File: src/rtl/rvc_asap_pkg.sv
// rvc_asap_pkg: shared constants and types for the rvc_asap core slice.
// VGA part: 640x480@60Hz timing constants, sync window bounds, framebuffer
// row width in 32-bit words, default colours and the RGB pin struct.
package rvc_asap_pkg;

  localparam int unsigned VGA_H_VISIBLE = 640;
  localparam int unsigned VGA_H_FP      = 16;
  localparam int unsigned VGA_H_SYNC    = 96;
  localparam int unsigned VGA_H_BP      = 48;
  localparam int unsigned VGA_V_VISIBLE = 480;
  localparam int unsigned VGA_V_FP      = 10;
  localparam int unsigned VGA_V_SYNC    = 2;
  localparam int unsigned VGA_V_BP      = 33;

  localparam int unsigned VGA_H_TOTAL =
    VGA_H_VISIBLE + VGA_H_FP + VGA_H_SYNC + VGA_H_BP;             // 800
  localparam int unsigned VGA_V_TOTAL =
    VGA_V_VISIBLE + VGA_V_FP + VGA_V_SYNC + VGA_V_BP;             // 525

  localparam int unsigned VGA_HS_START = VGA_H_VISIBLE + VGA_H_FP;          // 656
  localparam int unsigned VGA_HS_END   = VGA_HS_START + VGA_H_SYNC - 1;     // 751
  localparam int unsigned VGA_VS_START = VGA_V_VISIBLE + VGA_V_FP;          // 490
  localparam int unsigned VGA_VS_END   = VGA_VS_START + VGA_V_SYNC - 1;     // 491

  localparam int unsigned VGA_WORDS_PER_LINE = 10;

  localparam logic [11:0] VGA_FG_COLOR = 12'hFFF;
  localparam logic [11:0] VGA_BG_COLOR = 12'h000;

  typedef struct packed {
    logic [3:0] red;
    logic [3:0] green;
    logic [3:0] blue;
  } t_vga_rgb;

endpackage

File: src/rtl/rvc_asap_5pl_vga_ctrl_sync_gen.sv
// rvc_asap_5pl_vga_sync_gen: horizontal/vertical raster counters and the
// stage-0 terms derived from them.
//   clk, rst_n   : pixel clock, asynchronous active-low reset
//   visible      : current (hcnt, vcnt) lies in the visible area
//   h_sync_pre   : horizontal sync level (active low), not yet delayed
//   v_sync_pre   : vertical sync level (active low), not yet delayed
//   line         : framebuffer row, vcnt>>1
//   word         : word within row, hcnt>>6
//   hcnt         : raw horizontal counter, used for pixel selection
module rvc_asap_5pl_vga_sync_gen
  import rvc_asap_pkg::*;
#(
  parameter int unsigned H_VISIBLE = VGA_H_VISIBLE,
  parameter int unsigned H_FP      = VGA_H_FP,
  parameter int unsigned H_SYNC    = VGA_H_SYNC,
  parameter int unsigned H_BP      = VGA_H_BP,
  parameter int unsigned V_VISIBLE = VGA_V_VISIBLE,
  parameter int unsigned V_FP      = VGA_V_FP,
  parameter int unsigned V_SYNC    = VGA_V_SYNC,
  parameter int unsigned V_BP      = VGA_V_BP
) (
  input  logic       clk,
  input  logic       rst_n,
  output logic       visible,
  output logic       h_sync_pre,
  output logic       v_sync_pre,
  output logic [8:0] line,
  output logic [3:0] word,
  output logic [9:0] hcnt
);

  localparam logic [9:0] H_LAST   = 10'(H_VISIBLE + H_FP + H_SYNC + H_BP - 1);
  localparam logic [9:0] V_LAST   = 10'(V_VISIBLE + V_FP + V_SYNC + V_BP - 1);
  localparam logic [9:0] HS_FIRST = 10'(H_VISIBLE + H_FP);
  localparam logic [9:0] HS_LAST  = 10'(H_VISIBLE + H_FP + H_SYNC - 1);
  localparam logic [9:0] VS_FIRST = 10'(V_VISIBLE + V_FP);
  localparam logic [9:0] VS_LAST  = 10'(V_VISIBLE + V_FP + V_SYNC - 1);

  logic [9:0] vcnt;

  always_ff @(posedge clk or negedge rst_n) begin
    if (!rst_n) begin
      hcnt <= '0;
      vcnt <= '0;
    end else if (hcnt == H_LAST) begin
      hcnt <= '0;
      vcnt <= (vcnt == V_LAST) ? '0 : vcnt + 10'd1;
    end else begin
      hcnt <= hcnt + 10'd1;
    end
  end

  always_comb begin
    visible    = (hcnt < 10'(H_VISIBLE)) && (vcnt < 10'(V_VISIBLE));
    h_sync_pre = !((hcnt >= HS_FIRST) && (hcnt <= HS_LAST));
    v_sync_pre = !((vcnt >= VS_FIRST) && (vcnt <= VS_LAST));
    line       = vcnt[9:1];
    word       = hcnt[9:6];
  end

endmodule

File: src/rtl/rvc_asap_5pl_vga_ctrl.sv
// rvc_asap_5pl_vga_ctrl: VGA display controller, read side of the VGA memory.
// 640x480@60Hz from a 320x240 1bpp framebuffer, pixel-doubled.
//   CLK_25    : 25 MHz pixel clock
//   Rst_N     : asynchronous active-low reset
//   rdaddress : registered word address to the VGA memory
//   q         : memory read data, valid one clock after rdaddress
//   RED/GREEN/BLUE : 4-bit DAC outputs
//   h_sync/v_sync  : active-low syncs, aligned with RGB
// Pipeline: counters -> rdaddress -> q -> output registers (3 clocks).
// Build option VGA_TEST_PATTERN_EN: output 8 colour bars, ignoring q.
module rvc_asap_5pl_vga_ctrl
  import rvc_asap_pkg::*;
#(
  parameter int unsigned H_VISIBLE = VGA_H_VISIBLE,
  parameter int unsigned H_FP      = VGA_H_FP,
  parameter int unsigned H_SYNC    = VGA_H_SYNC,
  parameter int unsigned H_BP      = VGA_H_BP,
  parameter int unsigned V_VISIBLE = VGA_V_VISIBLE,
  parameter int unsigned V_FP      = VGA_V_FP,
  parameter int unsigned V_SYNC    = VGA_V_SYNC,
  parameter int unsigned V_BP      = VGA_V_BP,
  parameter logic [11:0] FG_COLOR  = VGA_FG_COLOR,
  parameter logic [11:0] BG_COLOR  = VGA_BG_COLOR
) (
  input  logic        CLK_25,
  input  logic        Rst_N,
  output logic [12:0] rdaddress,
  input  logic [31:0] q,
  output logic [3:0]  RED,
  output logic [3:0]  GREEN,
  output logic [3:0]  BLUE,
  output logic        h_sync,
  output logic        v_sync
);

  logic       visible_s0, h_sync_pre_s0, v_sync_pre_s0;
  logic [8:0] line_s0;
  logic [3:0] word_s0;
  logic [9:0] hcnt_s0;

  rvc_asap_5pl_vga_sync_gen #(
    .H_VISIBLE (H_VISIBLE),
    .H_FP      (H_FP),
    .H_SYNC    (H_SYNC),
    .H_BP      (H_BP),
    .V_VISIBLE (V_VISIBLE),
    .V_FP      (V_FP),
    .V_SYNC    (V_SYNC),
    .V_BP      (V_BP)
  ) u_sync_gen (
    .clk        (CLK_25),
    .rst_n      (Rst_N),
    .visible    (visible_s0),
    .h_sync_pre (h_sync_pre_s0),
    .v_sync_pre (v_sync_pre_s0),
    .line       (line_s0),
    .word       (word_s0),
    .hcnt       (hcnt_s0)
  );

  // line*10 as (line<<3)+(line<<1); max 239*10+9 = 2399 fits 13 bits
  logic [12:0] addr_s0;
  assign addr_s0 = 13'({line_s0, 3'b000}) + 13'({line_s0, 1'b0}) + 13'(word_s0);

  logic       vis_d1, vis_d2;
  logic       hs_d1, hs_d2;
  logic       vs_d1, vs_d2;
  logic [9:0] hcnt_d1, hcnt_d2;
  t_vga_rgb   pix_rgb;
  t_vga_rgb   rgb_q;

`ifdef VGA_TEST_PATTERN_EN
  logic [2:0] bar;
  logic       unused_q;
  assign bar      = 3'(hcnt_d2 / 10'd80);
  assign unused_q = ^q;
  always_comb begin
    pix_rgb.red   = {4{bar[2]}};
    pix_rgb.green = {4{bar[1]}};
    pix_rgb.blue  = {4{bar[0]}};
  end
`else
  logic unused_hcnt_bits;
  assign unused_hcnt_bits = ^{hcnt_d2[9:6], hcnt_d2[0]};
  // bit 0 of a word is its leftmost pixel; each bit spans two screen pixels
  always_comb begin
    pix_rgb = q[hcnt_d2[5:1]] ? t_vga_rgb'(FG_COLOR) : t_vga_rgb'(BG_COLOR);
  end
`endif

  always_ff @(posedge CLK_25 or negedge Rst_N) begin
    if (!Rst_N) begin
      rdaddress <= '0;
      vis_d1    <= 1'b0;
      vis_d2    <= 1'b0;
      hs_d1     <= 1'b1;
      hs_d2     <= 1'b1;
      vs_d1     <= 1'b1;
      vs_d2     <= 1'b1;
      hcnt_d1   <= '0;
      hcnt_d2   <= '0;
      rgb_q     <= '0;
      h_sync    <= 1'b1;
      v_sync    <= 1'b1;
    end else begin
      rdaddress <= visible_s0 ? addr_s0 : '0;
      vis_d1    <= visible_s0;
      vis_d2    <= vis_d1;
      hs_d1     <= h_sync_pre_s0;
      hs_d2     <= hs_d1;
      vs_d1     <= v_sync_pre_s0;
      vs_d2     <= vs_d1;
      hcnt_d1   <= hcnt_s0;
      hcnt_d2   <= hcnt_d1;
      rgb_q     <= vis_d2 ? pix_rgb : '0;
      h_sync    <= hs_d2;
      v_sync    <= vs_d2;
    end
  end

  assign RED   = rgb_q.red;
  assign GREEN = rgb_q.green;
  assign BLUE  = rgb_q.blue;

endmodule

File: config.mk
export PLATFORM = sky130hd
export DESIGN_NAME = rvc_asap_5pl_vga_ctrl
export DESIGN_NICKNAME = d
export VERILOG_FILES = /design/src/rtl/rvc_asap_pkg.sv /design/src/rtl/rvc_asap_5pl_vga_ctrl_sync_gen.sv /design/src/rtl/rvc_asap_5pl_vga_ctrl.sv
export SDC_FILE = /design/constraint.sdc
export NUM_CORES = 1
export LEC_CHECK = 0
export CAP_MARGIN = 30
export CORE_ASPECT_RATIO = 0.75
export CORE_MARGIN = 2
export CORE_UTILIZATION = 30
export CTS_CLUSTER_DIAMETER = 200
export DETAILED_ROUTE_END_ITERATION = 7
export GPL_TIMING_DRIVEN = 1
export PLACE_DENSITY = 0.49
export SLEW_MARGIN = 20
export SYNTH_ARGS = -nofsm -noshare
export SYNTH_HDL_FRONTEND = slang
export SYNTH_SLANG_ARGS = --single-unit
File: constraint.sdc
create_clock -name CLK_25 -period 2.8 [get_ports CLK_25]
set_input_delay 0.56 -clock CLK_25 [delete_from_list [all_inputs] [get_ports CLK_25]]
set_output_delay 0.56 -clock CLK_25 [all_outputs]
set_load 0.02 [all_outputs]
==> flow_summary.toml, run 1 <==
[routing]
drt_iter0_markers = 61
wl_per_cell_um = 13.3
drc = 0
via_count = 1802
routed_wl_mm = 5.32
viasPerCell = 4.51
ant_nets = 0
dr.pass1.iters = 4

[worst_setup_path]
cp.required_ns = 2.97
path_delay_family = "adder cells"
path_max_fanout = 6
reg2reg_setup_slack_ns = 0.30
crit_buf_inv = 2
timing.rr.end = "rdaddress[11]"
startpoint_type = "flop"
cp-end-kind = "flop"
crit_path_frequent_cell = "inv_1"
worstPathArrival_ns = 2.67
crit_path_end = "rdaddress[11]"
critPathMaxStageDelay_ns = 0.61
worstPathCellList = "inv_1, fa_1, inv_1, ha_1, a21o_1, a21oi_1, o31ai_1, a211oi_1, nor2_1"
worstSetupPathType = "flop to flop"
cp.depth = 9
reg2reg_from = "u_sync_gen.vcnt[1]"
crit_path_start = "u_sync_gen.vcnt[1]"
slowest_stage = "fa_1"
reg2regPathDepth = 9

[timing]
hold_viol = 0
finalWorstSetupSlack_ns = 0.303
rsz0062_at_grt = "false"
slew_viol_final = 0
finalCritPeriodShare_pct = 89.2
fmax_ghz = 0.400
setup_viol = 0
fin_crit_ns = 2.50
clock-skew-final_ns = 0.00360
final.setup.tns_ns = 0

[floorplanning]
ios = 61
die_area_um2 = 9830
core.rowCount = 30
die_h_um = 86.4
die_w_um = 114
core-area_um2 = 8930
start_util_pct = 30.4

[synthesis]
yosysMostFrequentCell = "dfrtp_1"
synth_cell_types = 41
syn_nets = 289
ys_ff_latch = 52
syn_inst = 231
avgSynthCellArea_um2 = 11.7
yosysWarnings = 0
synthTopCellsByCount = "dfrtp_1 (46), ha_1 (22), nor2_1 (21)"
synth_edf_count = 0
synth_top_area_share_pct = 42.4
synth_top_flop_cell = "dfrtp_1"
synthArstFlopShare_pct = 100
yosysSeqAreaShare_pct = 48.2
yosys.area.top_type = "dfrtp_1"
synth_area_um2 = 2710
netlist_top_cells_area = "dfrtp_1 (42%), ha_1 (10%), dfstp_2 (5.8%)"

[run_status]
outcome = "finished clean"

[grt]
grt_pass1_wl_mm = 8.95
grt_pass1_vias = 1748
grt_usage_pct = 11.5
grt_max_degree = 21
antenna_found_initial = 0
grt_overflow = 0

[final_layout]
area_growth_pct = 29.6
drive_above_1_share_pct = 8.33
antenna_cells = 0
fin_nets = 345

[placement]
place_congestion = 0.770
port_buffers = 60
pre_cts_ws_ns = 0.317
dp_hpwl_mm = 4.19

[power]
ir_drop_mv = 0.309
p_sw_share_pct = 21.0
power.leakage_nw = 1.61
clockPowerShare_pct = 41.1
seq_power_share_pct = 51.7
p_comb_share_pct = 7.2
netSwitchingPower_uw = 306
cellPowerDensity_nw_per_um2 = 415
p_int_mw = 1.15

[clock_network]
cts.repair.resized = 0
cts_made_buffers = 5
ctsHtreeMaxLevel = 2
clk_pin_slew_ns = 0.07
ctsHoldBuffers = 0
cts_setup_buffers = 0
cts_sinks = 52
cts_tree = "yes"
cts_root_buf = "clkbuf_16"
clockBufferDepth = 2
clk_latency_ns = 0.29

[flow_run]
drv_cap = 0

[worst_hold_path]
hp-class = "input port to asynchronous set/reset pin"
==> registers in the layout, summed over array words and instances, names as in the netlist, 5 cells and up <==
name / count
rdaddress: 13
hcnt_d2: 5
u_sync_gen.hcnt: 10
hcnt_d1: 5
u_sync_gen.vcnt: 10
==> placed cells by master, fill, tap and decap left out, types with 2 or more instances in the layout <==
cell type | synthesis | layout
fa_1 | 2 | 2
mux4_2 | 4 | 4
nand2b_1 | 3 | 3
nor3_1 | 8 | 8
clkdlybuf4s50_1 | 0 | 59
a21oi_1 | 5 | 5
nor2b_1 | 4 | 4
dfstp_2 | 6 | 6
mux4_1 | 5 | 5
xor2_1 | 6 | 6
inv_1 | 12 | 12
mux2i_1 | 2 | 2
xnor2_1 | 13 | 13
nor2_1 | 21 | 21
and3_1 | 4 | 4
dfrtp_1 | 46 | 46
and2_1 | 5 | 5
clkbuf_16 | 0 | 5
o21ai_0 | 8 | 8
nand4_1 | 2 | 2
o21a_1 | 2 | 2
buf_4 | 11 | 4
nand2_1 | 12 | 12
nand3_1 | 8 | 8
nand4b_1 | 2 | 2
ha_1 | 22 | 22
==> worst min-delay path by stage <==
stage / from / to / slack (ns) / cells past startpoint
6_report: Rst_N / u_sync_gen.vcnt[7] / 0.22 / 1
5_1_grt: Rst_N / u_sync_gen.vcnt[7] / 0.26 / 1
4_1_cts: Rst_N / u_sync_gen.vcnt[6] / 0.24 / 1
3_5_place_dp: hcnt_d1[3] / hcnt_d2[3] / 0.34 / 0
3_3_place_gp: vis_d1 / vis_d2 / 0.33 / 0
2_1_floorplan: Rst_N / BLUE[2] / 0.26 / 0
==> kinds of logic after synthesis <==
group	share of synthesized area, %
and+or+nand+nor	14.3
DFF	48.2
buffers and inverters	5.77
adders and majority gates	11.6
AOI/OAI and AO/OA	4.94
xor gates and xnor gates	6.13
muxes	8.90
other	0.138
==> per-layer routing <==
metal  up-vias  share of wire (%)  GRT usage, %
li1        898                  -             -
met1       867                 56          18.5
met2        32                 40          14.9
met3         5                3.1          2.59
met4         0                1.4          4.21
met5         -                  0             0
==> cell type report <==
| type | instances | area [µm²] |
|---|---|---|
| clock buffers | 6 | 129 |
| clock inverters | 2 | 16.3 |
| fillers | 866 | 5420 |
| inverters | 13 | 48.8 |
| multi-input cells | 151 | 1250 |
| flip-flops and latches | 52 | 1310 |
| well taps | 112 | 140 |
| repair buffers | 64 | 626 |
==> power by group through the flow <==
stage	Sequential, mW	Clock (mW)	Combinational (mW)
finish	0.755	0.599	0.105
global route	0.755	0.649	0.114
CTS	0.755	0.617	0.108
detailed placement	0.769	0	0.108
global placement	0.769	0	0.106
floorplan	0.771	0	0.0355
==> metrics by stage <==
| stage | total power, mW | utilization (%) | std cells | area [µm²] | hold WS [ns] |
|---|---|---|---|---|---|
| after floorplan | 0.806 | - | 231 | 2710 | 0.264 |
| after global placement | 0.875 | 37.7 | 392 | 3370 | 0.333 |
| after detailed placement | 0.877 | 37.7 | 392 | 3370 | 0.336 |
| after CTS | 1.48 | 39.4 | 400 | 3520 | 0.240 |
| after global routing | 1.52 | 39.4 | 400 | 3520 | 0.262 |
| final | 1.46 | 39.4 | 400 | 3520 | 0.222 |
==> worst register-to-register path, cell delays in order (launching register included) <==
cell      delay (ns)
dfrtp_1         0.43
inv_1           0.12
fa_1            0.61
inv_1           0.06
ha_1            0.28
a21o_1          0.15
a21oi_1         0.25
o31ai_1         0.16
a211oi_1        0.25
nor2_1          0.07
Power figures use the tool's default switching activity.
==> inputs of run 2 (changes only) <==
--- a/config.mk
+++ b/config.mk
@@ -13,6 +13,7 @@
 export DETAILED_ROUTE_END_ITERATION = 7
 export GPL_TIMING_DRIVEN = 1
 export PLACE_DENSITY = 0.49
+export REMOVE_ABC_BUFFERS = 1
 export SLEW_MARGIN = 20
 export SYNTH_ARGS = -nofsm -noshare
 export SYNTH_HDL_FRONTEND = slang
==> flow_summary.toml, run 2 (synthesis results as in run 1) <==
[run_status]
outcome = "finished clean"

[final_layout]
layout_common_cells = "clkdlybuf4s50_1 (59), dfrtp_1 (46), ha_1 (22)"
final_cells = 400
fill_cells = 870
drive_above_1_share_pct = 8.68
antenna_cells = 0
final_common_cell = "clkdlybuf4s50_1"
area_growth_pct = 30.8
top_register = "rdaddress"
fin_nets = 345
largest_register_ffs = 13
reg.largest.list = "rdaddress: 13 flops, u_sync_gen.hcnt: 10 flops, u_sync_gen.vcnt: 10 flops"
postLayoutCoreUtil_pct = 39.7

[worst_setup_path]
worstPathCellList = "inv_1, fa_1, inv_1, ha_1, a21o_1, a21oi_1, o31ai_1, a211oi_1, nor2_1"
worstSetupPathType = "flop to flop"
reg2regPathDepth = 9
worstPathArrival_ns = 2.72
crit_path_frequent_cell = "inv_1"
startpoint_type = "flop"
cp-end-kind = "flop"
cp.required_ns = 2.97
path_max_fanout = 6
critPathMaxStageDelay_ns = 0.61
slowest_stage = "fa_1"

[routing]
wl_per_cell_um = 13.1
m1WireLength_mm = 2.92
top_layer = "met4"
routed_wl_mm = 5.23
drc = 0
drt_iter0_markers = 79
dr.pass1.iters = 4
ant_nets = 0
wl_met2_mm = 2.08
via_count = 1798
dr_wl_met3_um = 183
viasPerCell = 4.50

[timing]
clock-skew-final_ns = 0.00373
fmax_ghz = 0.393
hold_viol = 0
rsz0062_at_grt = "false"
slew_viol_final = 0
final.setup.tns_ns = 0
fin_crit_ns = 2.55
worst-slew-pin-transition_ns = 0.698
finalCritPeriodShare_pct = 90.9
setup_viol = 0
finalWorstSetupSlack_ns = 0.254
slew_headroom_pct = 53.5

[floorplanning]
start_util_pct = 30.4
ios = 61
die_h_um = 86.4
core-area_um2 = 8930
core.rowCount = 30
die_w_um = 114
die_area_um2 = 9830

[clock_network]
ctsHoldBuffers = 0
clk_pin_slew_ns = 0.07
cts_setup_buffers = 0
clockBufferDepth = 2
cts_made_buffers = 5
ctsHtreeMaxLevel = 2
cts_sinks = 52
cts.repair.resized = 0
clk_latency_ns = 0.29
cts_tree = "yes"
cts_root_buf = "clkbuf_16"

[placement]
dp_cells = 392
place_congestion = 0.774
dp_hpwl_mm = 4.01
pre_cts_ws_ns = 0.268
port_buffers = 60

[power]
power.leakage_nw = 1.63
ir_drop_mv = 0.308
power.total_mw = 1.58
cellPowerDensity_nw_per_um2 = 444

[grt]
grt_overflow = 0
grt_pass1_wl_mm = 8.54
antenna_found_initial = 0
grt_usage_pct = 11.0
grt_pass1_vias = 1665
grt_max_degree = 32

[flow_run]
drv_cap = 0

[worst_hold_path]
hp-class = "input port to asynchronous set/reset pin"
-- run 2: cell count changes in the layout (fill, tap and decap cells not counted) --
| cell | delta |
|---|---|
| clkbuf_1 | -1 |
| bufinv_16 | +1 |
| clkinvlp_4 | -1 |
| clkbuf_8 | +1 |
-- run 2: worst max-delay path, delay by kind of cell, from the launching register on --
family	cells	cell delay, ns
buffers and inverters	2	0.19
flip-flops	1	0.43
AND/OR/NAND/NOR	1	0.08
adder cells (fa/ha/maj)	2	0.90
AO/OA/AOI/OAI	4	0.83
-- run 2: layer usage --
| metal | up-vias | GRT usage (%) |
|---|---|---|
| met4 | 0 | 2.66 |
| met5 | - | 0 |
| met3 | 4 | 2.59 |
| met2 | 41 | 13.8 |
| met1 | 854 | 18.4 |
| li1 | 899 | - |
-- run 2: cell type report --
| cell class | count | area [µm²] | share of cell area (%) |
|---|---|---|---|
| tap | 112 | 140 | 3.95 |
| inverter | 13 | 48.8 | 1.38 |
| clock buffer | 6 | 139 | 3.91 |
| multi-input combinational | 151 | 1250 | 35.2 |
| sequential | 52 | 1310 | 36.9 |
| timing repair buffer | 64 | 626 | 17.6 |
| clock inverter | 2 | 38.8 | 1.09 |
-- run 2: power by group --
part | switching, mW | internal, mW | total [mW]
combinational | 0.0378 | 0.0673 | 0.105
clock | 0.268 | 0.448 | 0.716
sequential | 0.00200 | 0.753 | 0.755
total | 0.308 | 1.27 | 1.58
-- run 2: worst paths after layout --
| kind | startpoint | end | slack [ns] |
|---|---|---|---|
| worst min-delay path | Rst_N | u_sync_gen.vcnt[6] | 0.32 |
| min in group CLK_25 | vis_d1 | vis_d2 | 0.35 |
| worst max register to register | u_sync_gen.vcnt[1] | rdaddress[11] | 0.25 |
| max in group asynchronous | Rst_N | vs_d2 | 1.78 |
| worst max-delay path | u_sync_gen.vcnt[1] | rdaddress[11] | 0.25 |
| worst min register to register | vis_d1 | vis_d2 | 0.35 |
-- run 2: stage by stage --
stage	area, µm²	hold WS [ns]
6_report	3550	0.317
5_1_grt	3550	0.353
4_1_cts	3550	0.340
3_5_place_dp	3370	0.335
3_3_place_gp	3370	0.334
2_1_floorplan	2610	0.264
==> inputs of run 3 (changes only) <==
--- a/config.mk
+++ b/config.mk
@@ -5,6 +5,7 @@
 export SDC_FILE = /design/constraint.sdc
 export NUM_CORES = 1
 export LEC_CHECK = 0
+export ABC_CLOCK_PERIOD_IN_PS = 2800
 export CAP_MARGIN = 30
 export CORE_ASPECT_RATIO = 0.75
 export CORE_MARGIN = 2
==> results of run 3 <==
Same layout as run 2: the final DEF is identical, and so are final timing and power.
